--- config.mk ---
export PLATFORM = sky130hd
export DESIGN_NAME = csr_responder_flat
export DESIGN_NICKNAME = d
export VERILOG_FILES = /design/src/rtl/csr_responder_if.sv /design/src/rtl/csr_responder.sv /design/src/flat_wrapper.sv
export SDC_FILE = /design/constraint.sdc
export NUM_CORES = 1
export LEC_CHECK = 0
export CELL_PAD_IN_SITES_DETAIL_PLACEMENT = 1
export CELL_PAD_IN_SITES_GLOBAL_PLACEMENT = 2
export CORE_AREA = 2 2 133 135
export CTS_CLUSTER_DIAMETER = 200
export DETAILED_ROUTE_END_ITERATION = 16
export DIE_AREA = 0 0 135 137
export DONT_BUFFER_PORTS = 1
export GPL_TIMING_DRIVEN = 0
export PLACE_DENSITY_LB_ADDON = 0.1
export SLEW_MARGIN = 20
export SYNTH_ARGS = -nofsm -noshare
export SYNTH_HDL_FRONTEND = slang
export SYNTH_SLANG_ARGS = --single-unit
--- constraint.sdc ---
create_clock -name clk -period 2.3 [get_ports clk]
set_input_delay 0.23 -clock clk [delete_from_list [all_inputs] [get_ports clk]]
set_output_delay 0.23 -clock clk [all_outputs]
set_load 0.1 [all_outputs]
--- src/rtl/csr_responder_if.sv ---
// csr_responder_if
//   CSR access port between the core (master) and the CSR responder (slave).
//   Signals:
//     csr          : access strobe; every strobed access also writes csr_wr_data
//     csr_rd_addr  : 12-bit CSR address (instr[31:20])
//     csr_wr_data  : final write value, already combined by the core ALU
//     csr_rd_data  : combinational read data for csr_rd_addr
//     illegal      : combinational; the strobed access is unimplemented or
//                    targets a read-only CSR
interface csr_responder_if;
  logic        csr;
  logic [11:0] csr_rd_addr;
  logic [31:0] csr_wr_data;
  logic [31:0] csr_rd_data;
  logic        illegal;

  modport master (
    output csr, csr_rd_addr, csr_wr_data,
    input  csr_rd_data, illegal
  );

  modport slave (
    input  csr, csr_rd_addr, csr_wr_data,
    output csr_rd_data, illegal
  );
endinterface

--- src/rtl/csr_responder.sv ---
// csr_responder
//   Machine-mode CSR file and trap sequencer for the single-cycle RV32 core.
//   Serves combinational CSR reads, commits CSR writes at the clock edge,
//   runs the 64-bit cycle/instret counters and sequences trap entry (redirect
//   to mtvec) and mret (redirect to mepc).
//   Ports:
//     clk, reset      : clock, asynchronous active-low reset
//     bus (slave)     : CSR access port (csr, address, write data, read data,
//                       illegal)
//     pc              : PC of the instruction executing this cycle
//     trap            : ebreak decoded this cycle
//     mret            : mret decoded this cycle
//     instr_retire    : instruction completes this cycle
//     irq_ext         : level-sensitive external interrupt request
//     redirect        : one-cycle PC override request (decoded from state)
//     redirect_pc     : PC override target
//   Build option:
//     CSR_COUNTERS_EN : when defined, mcycle/minstret and their read-only
//                       shadows are built; otherwise those addresses decode
//                       as legal, read 0 and ignore writes.
module csr_responder #(
  parameter logic [31:0] MTVEC_RESET = 32'h0000_0100,
  parameter logic [31:0] HART_ID     = 32'd0,
  parameter logic [31:0] MISA_VAL    = 32'h4000_0100
) (
  input  logic              clk,
  input  logic              reset,
  csr_responder_if.slave    bus,
  input  logic [31:0]       pc,
  input  logic              trap,
  input  logic              mret,
  input  logic              instr_retire,
  input  logic              irq_ext,
  output logic              redirect,
  output logic [31:0]       redirect_pc
);

  typedef enum logic [1:0] {
    ST_RUN    = 2'd0,
    ST_ENTER  = 2'd1,
    ST_RETURN = 2'd2
  } state_t;

  state_t      state;
  state_t      state_next;

  logic        mstatus_mie;
  logic        mstatus_mpie;
  logic        mie_meie;
  logic [31:0] mtvec_q;
  logic [31:0] mscratch;
  logic [31:0] mepc_q;
  logic [31:0] mcause;

  logic [31:0] mtvec;
  logic [31:0] mepc;
  logic [63:0] mcycle_rd;
  logic [63:0] minstret_rd;

  logic        implemented;
  logic        read_only;
  logic        irq_take;
  logic        take;
  logic        do_mret;
  logic        wr_en;
  logic [31:0] cause;

  // Low two bits of mtvec/mepc are stored but always masked off on use.
  assign mtvec = mtvec_q & 32'hFFFF_FFFC;
  assign mepc  = mepc_q & 32'hFFFF_FFFC;

  assign bus.illegal = bus.csr && (!implemented || read_only);

  // Trap sources are only sampled in RUN; interrupt outranks illegal outranks ebreak.
  assign irq_take = irq_ext && mie_meie && mstatus_mie;
  assign take     = (state == ST_RUN) && (irq_take || bus.illegal || trap);
  assign do_mret  = (state == ST_RUN) && mret && !take;
  assign wr_en    = (state == ST_RUN) && bus.csr && !bus.illegal && !take;
  assign cause    = irq_take ? 32'h8000_000B : (bus.illegal ? 32'd2 : 32'd3);

  // Address decode and read mux; the read path ignores the strobe.
  always_comb begin
    bus.csr_rd_data = 32'd0;
    implemented     = 1'b1;
    read_only       = 1'b0;
    case (bus.csr_rd_addr)
      12'h300: bus.csr_rd_data = {19'd0, 2'b11, 3'd0, mstatus_mpie, 3'd0, mstatus_mie, 3'd0};
      12'h301: begin bus.csr_rd_data = MISA_VAL; read_only = 1'b1; end
      12'h304: bus.csr_rd_data = {20'd0, mie_meie, 11'd0};
      12'h305: bus.csr_rd_data = mtvec;
      12'h340: bus.csr_rd_data = mscratch;
      12'h341: bus.csr_rd_data = mepc;
      12'h342: bus.csr_rd_data = mcause;
      12'h344: begin bus.csr_rd_data = {20'd0, irq_ext, 11'd0}; read_only = 1'b1; end
      12'hB00: bus.csr_rd_data = mcycle_rd[31:0];
      12'hB80: bus.csr_rd_data = mcycle_rd[63:32];
      12'hB02: bus.csr_rd_data = minstret_rd[31:0];
      12'hB82: bus.csr_rd_data = minstret_rd[63:32];
      12'hC00: begin bus.csr_rd_data = mcycle_rd[31:0];    read_only = 1'b1; end
      12'hC80: begin bus.csr_rd_data = mcycle_rd[63:32];   read_only = 1'b1; end
      12'hC02: begin bus.csr_rd_data = minstret_rd[31:0];  read_only = 1'b1; end
      12'hC82: begin bus.csr_rd_data = minstret_rd[63:32]; read_only = 1'b1; end
      12'hF14: begin bus.csr_rd_data = HART_ID; read_only = 1'b1; end
      default: implemented = 1'b0;
    endcase
  end

`ifdef CSR_COUNTERS_EN
  logic [63:0] mcycle;
  logic [63:0] minstret;
  logic        retire_en;

  assign retire_en   = instr_retire && (state == ST_RUN) && !take;
  assign mcycle_rd   = mcycle;
  assign minstret_rd = minstret;

  // A software write to either half replaces that counter's increment this cycle.
  always_ff @(posedge clk or negedge reset) begin
    if (!reset) begin
      mcycle   <= 64'd0;
      minstret <= 64'd0;
    end else begin
      if (wr_en && bus.csr_rd_addr == 12'hB00)
        mcycle <= {mcycle[63:32], bus.csr_wr_data};
      else if (wr_en && bus.csr_rd_addr == 12'hB80)
        mcycle <= {bus.csr_wr_data, mcycle[31:0]};
      else
        mcycle <= mcycle + 64'd1;

      if (wr_en && bus.csr_rd_addr == 12'hB02)
        minstret <= {minstret[63:32], bus.csr_wr_data};
      else if (wr_en && bus.csr_rd_addr == 12'hB82)
        minstret <= {bus.csr_wr_data, minstret[31:0]};
      else if (retire_en)
        minstret <= minstret + 64'd1;
    end
  end
`else
  logic unused_retire;

  assign mcycle_rd     = 64'd0;
  assign minstret_rd   = 64'd0;
  assign unused_retire = instr_retire;
`endif

  // CSR state: software writes first, then trap entry or mret override mstatus.
  always_ff @(posedge clk or negedge reset) begin
    if (!reset) begin
      mstatus_mie  <= 1'b0;
      mstatus_mpie <= 1'b0;
      mie_meie     <= 1'b0;
      mtvec_q      <= MTVEC_RESET;
      mscratch     <= 32'd0;
      mepc_q       <= 32'd0;
      mcause       <= 32'd0;
    end else begin
      if (wr_en) begin
        case (bus.csr_rd_addr)
          12'h300: begin
            mstatus_mie  <= bus.csr_wr_data[3];
            mstatus_mpie <= bus.csr_wr_data[7];
          end
          12'h304: mie_meie <= bus.csr_wr_data[11];
          12'h305: mtvec_q  <= bus.csr_wr_data;
          12'h340: mscratch <= bus.csr_wr_data;
          12'h341: mepc_q   <= bus.csr_wr_data;
          12'h342: mcause   <= bus.csr_wr_data;
          default: ;
        endcase
      end
      if (take) begin
        mepc_q       <= pc;
        mcause       <= cause;
        mstatus_mpie <= mstatus_mie;
        mstatus_mie  <= 1'b0;
      end else if (do_mret) begin
        mstatus_mie  <= mstatus_mpie;
        mstatus_mpie <= 1'b1;
      end
    end
  end

  // State register.
  always_ff @(posedge clk or negedge reset) begin
    if (!reset) state <= ST_RUN;
    else        state <= state_next;
  end

  // ENTER and RETURN each last exactly one cycle.
  always_comb begin
    state_next = ST_RUN;
    case (state)
      ST_RUN: begin
        if (take)         state_next = ST_ENTER;
        else if (do_mret) state_next = ST_RETURN;
      end
      default: state_next = ST_RUN;
    endcase
  end

  // Redirect is decoded from the registered state, so it drops with reset.
  always_comb begin
    redirect    = 1'b0;
    redirect_pc = 32'd0;
    case (state)
      ST_ENTER: begin
        redirect    = 1'b1;
        redirect_pc = mtvec;
      end
      ST_RETURN: begin
        redirect    = 1'b1;
        redirect_pc = mepc;
      end
      default: ;
    endcase
  end

endmodule

--- src/flat_wrapper.sv ---
// flat-port wrapper written by rule: the top's interface ports become plain ports
module csr_responder_flat 
#(
  parameter logic [31:0] MTVEC_RESET = 32'h0000_0100,
  parameter logic [31:0] HART_ID     = 32'd0,
  parameter logic [31:0] MISA_VAL    = 32'h4000_0100
)
  (clk, reset, pc, trap, mret, instr_retire, irq_ext, redirect, redirect_pc, bus_csr, bus_csr_rd_addr, bus_csr_wr_data, bus_csr_rd_data, bus_illegal);
  csr_responder_if bus_i ();
  input  logic clk;
  input  logic reset;
  input  logic [31:0] pc;
  input  logic trap;
  input  logic mret;
  input  logic instr_retire;
  input  logic irq_ext;
  output logic redirect;
  output logic [31:0] redirect_pc;
  input wire logic [$bits(bus_i.csr)-1:0] bus_csr;
  input wire logic [$bits(bus_i.csr_rd_addr)-1:0] bus_csr_rd_addr;
  input wire logic [$bits(bus_i.csr_wr_data)-1:0] bus_csr_wr_data;
  output wire logic [$bits(bus_i.csr_rd_data)-1:0] bus_csr_rd_data;
  output wire logic [$bits(bus_i.illegal)-1:0] bus_illegal;
  assign bus_i.csr = bus_csr;
  assign bus_i.csr_rd_addr = bus_csr_rd_addr;
  assign bus_i.csr_wr_data = bus_csr_wr_data;
  assign bus_csr_rd_data = bus_i.csr_rd_data;
  assign bus_illegal = bus_i.illegal;
  csr_responder #(.MTVEC_RESET(MTVEC_RESET), .HART_ID(HART_ID), .MISA_VAL(MISA_VAL)) u_core (.clk(clk), .reset(reset), .bus(bus_i), .pc(pc), .trap(trap), .mret(mret), .instr_retire(instr_retire), .irq_ext(irq_ext), .redirect(redirect), .redirect_pc(redirect_pc));
endmodule
==> flow_metrics.tcl <==
set metrics [dict create \
    outcome "complete, but fails checks" \
    failed_checks "negative hold slack, negative setup slack" \
    worst_slew_pin_slew_ns 0.646 \
    max_freq_ghz 0.411 \
    power.share.switching_pct 27.3 \
    number_of_antenna_violations_at_the_first_check_in_global_routing 0 \
    grt-ovfl-total 0 \
    max-vdd-ir-drop_uv 587 \
    number_of_setup_violations_in_the_final_report 30 \
    io_buffer_count 0 \
    final_antenna_net_count 0 \
    syn_area_um2 6830 \
    pwr-share-comb_pct 16.6 \
    timing.max_cap.violations 0 \
    sequential_cell_area_um2 3230 \
    clock-root-buffer "sky130_fd_sc_hd__clkbuf_16" \
    data_required_time_at_the_worst_endpoint_ns 2.07 \
    grt_setup_unrepaired "yes" \
    core_region_area_um2 17100 \
    placed_cells_incl_taps 850 \
    layout_setup_ws_ns -0.131 \
    kind_of_cell_with_the_highest_combined_delay_on_the_critical_path "simple AND/OR/NAND/NOR gates" \
    ys_seq_area_share_pct 47.3 \
    drt_iter0_markers 395 \
    endpoint_kind "output pin" \
    crit_chain "inv_2 -> ha_4 -> clkbuf_16 -> nor2b_4" \
    post_layout_nonfiller_instances 958 \
    crit_buf_inv 2 \
    final_hold_violation_count 129 \
    drt-pass1-iter-count 6 \
    die_h_um 137 \
    routed_wl_mm 24.8 \
    cpMaxStageDelayCell "sky130_fd_sc_hd__nor2b_4" \
    synth_register_bits 129 \
    route.detailed.wl_per_inst_um 25.8 \
    detail_route.drc_violations 0 \
    nFillCells 1782 \
    slew_headroom_pct 56.6 \
    number_of_flops_mapped_to_enable_cells_by_yosys 0 \
    synth-async-reset-ratio_pct 100 \
    numCtsBuffers 17 \
    timing.final.max_slew_violations 0 \
    register_share_of_total_power_pct 40.4 \
    floorplan.die_area_um2 18500 \
    leakagePower_uw 0.00395 \
    std_cell_rows 48 \
    nets 806 \
    fp.dieW_um 135 \
    cp.depth 4 \
    critPathLaunchType "flop" \
    p_sw_uw 1710 \
    area.growth.synth_to_final_pct 33.4 \
    clock_tree.buffer_depth 2 \
    drive_above_1_share_pct 40.2 \
    cts_num_sinks 129 \
    worstSkewPairLatency_ns 0.43 \
    detail_route.vias_per_cell 5.88 \
    area_used_by_multi_input_combinational_logic_um2 3800 \
    gr-usage-all-layers_pct 27.3 \
    vias_in_the_first_global_route 6151 \
    grt_start_max_net_pins 130 \
    finalCriticalPeriod_ns 2.43 \
    internal_power_uw 4570 \
    dpl.hpwl_mm 15.7 \
    fin_worst_hold_slack_ns -0.503 \
    power_per_cell_area_nw_per_um2 690 \
    final_min_period_over_clock_period_pct 106 \
    ys_warn_count 0 \
    initial_core_util_pct 40.0 \
    netlist_instances 624 \
    clock_skew_ns 0.0112 \
    critical_path_max_stage_delay_ns 0.55 \
    place.gp.congestion 0.805 \
    timing.setup.critical_path_class "reg2out" \
    synthFlopType "sky130_fd_sc_hd__dfrtp_1" \
    vias 5634 \
    setup_tns_ns -3.56 \
    timing.critical_path.arrival_ns 2.20 \
    grt_first_pass_wirelength_mm 36.9 \
    clk_transition_reported_paths_ns 0.06 \
    postCtsHoldBufs 63 \
    clockPowerShare_pct 43.0 \
    htree_levels 4 \
    antenna_cells 0 \
    min-delay-path-class "in2async" \
    timing.critical_path.fanout_max 10 \
    synthesis.area_per_instance_um2 10.9 \
    synth.distinct_cells 54 \
    reg2regPathDepth 7 \
    tritoncts "done" \
    ioPinCount 149 \
]
cells in the mapped netlist (2+ instances only):
cell type	instances	area, µm²
sky130_fd_sc_hd__clkbuf_1	20	75.1
sky130_fd_sc_hd__nand3_1	7	35.0
sky130_fd_sc_hd__buf_4	7	52.6
sky130_fd_sc_hd__buf_2	17	85.1
sky130_fd_sc_hd__buf_6	5	56.3
sky130_fd_sc_hd__nor2b_1	32	200
sky130_fd_sc_hd__nand2_1	119	447
sky130_fd_sc_hd__mux2_4	5	75.1
sky130_fd_sc_hd__a21oi_1	31	155
sky130_fd_sc_hd__nor2_1	9	33.8
sky130_fd_sc_hd__a31oi_1	2	12.5
sky130_fd_sc_hd__nor4_2	2	25.0
sky130_fd_sc_hd__mux2_2	118	1330
sky130_fd_sc_hd__a22oi_1	33	248
sky130_fd_sc_hd__and2b_1	2	15.0
sky130_fd_sc_hd__o21ai_0	2	10.0
sky130_fd_sc_hd__inv_1	8	30.0
sky130_fd_sc_hd__nor4_1	2	12.5
sky130_fd_sc_hd__nor3b_1	2	15.0
sky130_fd_sc_hd__ha_1	3	37.5
sky130_fd_sc_hd__a22o_1	2	17.5
sky130_fd_sc_hd__mux2i_1	6	60.1
sky130_fd_sc_hd__dfrtp_1	128	3200
sky130_fd_sc_hd__a221o_1	2	20.0
sky130_fd_sc_hd__nor3_1	4	20.0
sky130_fd_sc_hd__inv_2	2	7.51
sky130_fd_sc_hd__a222oi_1	27	270
per-stage QoR:
stage                     power (µW)  utilization [%]  area, µm²  setup slack (ns)
after floorplan                 3210                -       7130            0.0949
after global placement          3380             43.5       7410            -0.659
after detailed placement        3420             43.5       7410            -0.686
after CTS                       6300             52.8       9000            -0.136
after global routing            6480             53.4       9100            -0.164
final                           6280             53.4       9100            -0.131
final cells by class:
| cell class | count | share of cell area (%) |
|---|---|---|
| tap | 225 | 3.09 |
| buffer | 50 | 4.87 |
| timing repair buffer | 76 | 8.04 |
| clock buffer | 20 | 4.91 |
| inverter | 10 | 0.412 |
| clock inverter | 12 | 1.46 |
| multi-input combinational | 436 | 41.8 |
| sequential | 129 | 35.5 |
worst reg2reg max path, cell delays in order (launching register included):
cell and delay, ns:
sky130_fd_sc_hd__dfrtp_1 0.39, sky130_fd_sc_hd__inv_2 0.09, sky130_fd_sc_hd__ha_4 0.18, sky130_fd_sc_hd__and2_2 0.22, sky130_fd_sc_hd__and4b_1 0.29, sky130_fd_sc_hd__buf_4 0.28
sky130_fd_sc_hd__mux2_2 0.37, sky130_fd_sc_hd__mux2_4 0.26
routing by layer:
layer	GRT usage, %	routed length, µm
met1	35.1	10500
met2	46.1	12200
met3	6.81	1680
met4	7.23	371
met5	0	0
path summary, 6_finish.rpt:
path                                                 start                         endpoint  slack [ns]
max                              u_core.state[0]$_DFF_PN0_                   redirect_pc[2]       -0.13
min                                                  reset   u_core.mscratch[0]$_DFFE_PN0P_       -0.50
max reg2reg                      u_core.state[0]$_DFF_PN0_    u_core.mepc_q[26]$_DFFE_PN0P_        0.09
min reg2reg                u_core.mscratch[26]$_DFFE_PN0P_  u_core.mscratch[26]$_DFFE_PN0P_        0.51
max in group asynchronous                            reset    u_core.mtvec_q[8]$_DFFE_PN1P_        2.51
min in group clk                        bus_csr_wr_data[3]     u_core.mcause[3]$_DFFE_PN0P_        0.03
kinds of logic after synthesis:
group	Yosys count	synth area share [%]
AO/OA/AOI/OAI	110	12.4
adder cells (fa/ha/maj)	3	0.550
buffers and inverters	60	4.55
flip-flops	129	47.3
multiplexers	129	21.4
other	1	0.0549
AND/OR/NAND/NOR	192	13.7
power by group through the flow:
stage / combinational, µW / sequential (µW) / clock (µW)
after floorplan: 680 / 2530 / 0
after global placement: 821 / 2560 / 0
after detailed placement: 848 / 2570 / 0
after CTS: 1040 / 2530 / 2730
after global routing: 1100 / 2550 / 2830
final: 1040 / 2540 / 2700
state kept, by name, indices dropped and copies added, names as in the netlist:
| register | flops |
|---|---|
| u_core.mie_meie | 1 |
| u_core.mstatus_mie | 1 |
| u_core.mstatus_mpie | 1 |
| u_core.mcause | 32 |
| u_core.state | 2 |
| u_core.mtvec_q | 30 |
| u_core.mepc_q | 30 |
| u_core.mscratch | 32 |
cells in the final DEF (no fill, tap or decap), types with 7 or more instances in the layout:
cell type                       synthesis  routed
sky130_fd_sc_hd__nand2_1              119      91
sky130_fd_sc_hd__dfrtp_1              128     128
sky130_fd_sc_hd__buf_2                 17      12
sky130_fd_sc_hd__a222oi_1              27      27
sky130_fd_sc_hd__clkbuf_16              0      20
sky130_fd_sc_hd__dlygate4sd3_1          0      63
sky130_fd_sc_hd__a22oi_1               33      33
sky130_fd_sc_hd__clkbuf_4               0       7
sky130_fd_sc_hd__a21oi_1               31      31
sky130_fd_sc_hd__nand2_4                0      28
sky130_fd_sc_hd__buf_4                  7      22
sky130_fd_sc_hd__nor2_1                 9       9
sky130_fd_sc_hd__nor2b_4                0      30
sky130_fd_sc_hd__mux2_2               118     118
sky130_fd_sc_hd__buf_6                  5      10
repair_timing:
item                       4_1_cts  5_1_grt
gates resized for setup         84       21
hold endpoints to repair       252      129
setup buffers                    4        7
gates cloned                     1        1
setup endpoints to repair       92       89
pin swaps                        7       10
Power figures use the tool's default switching activity.
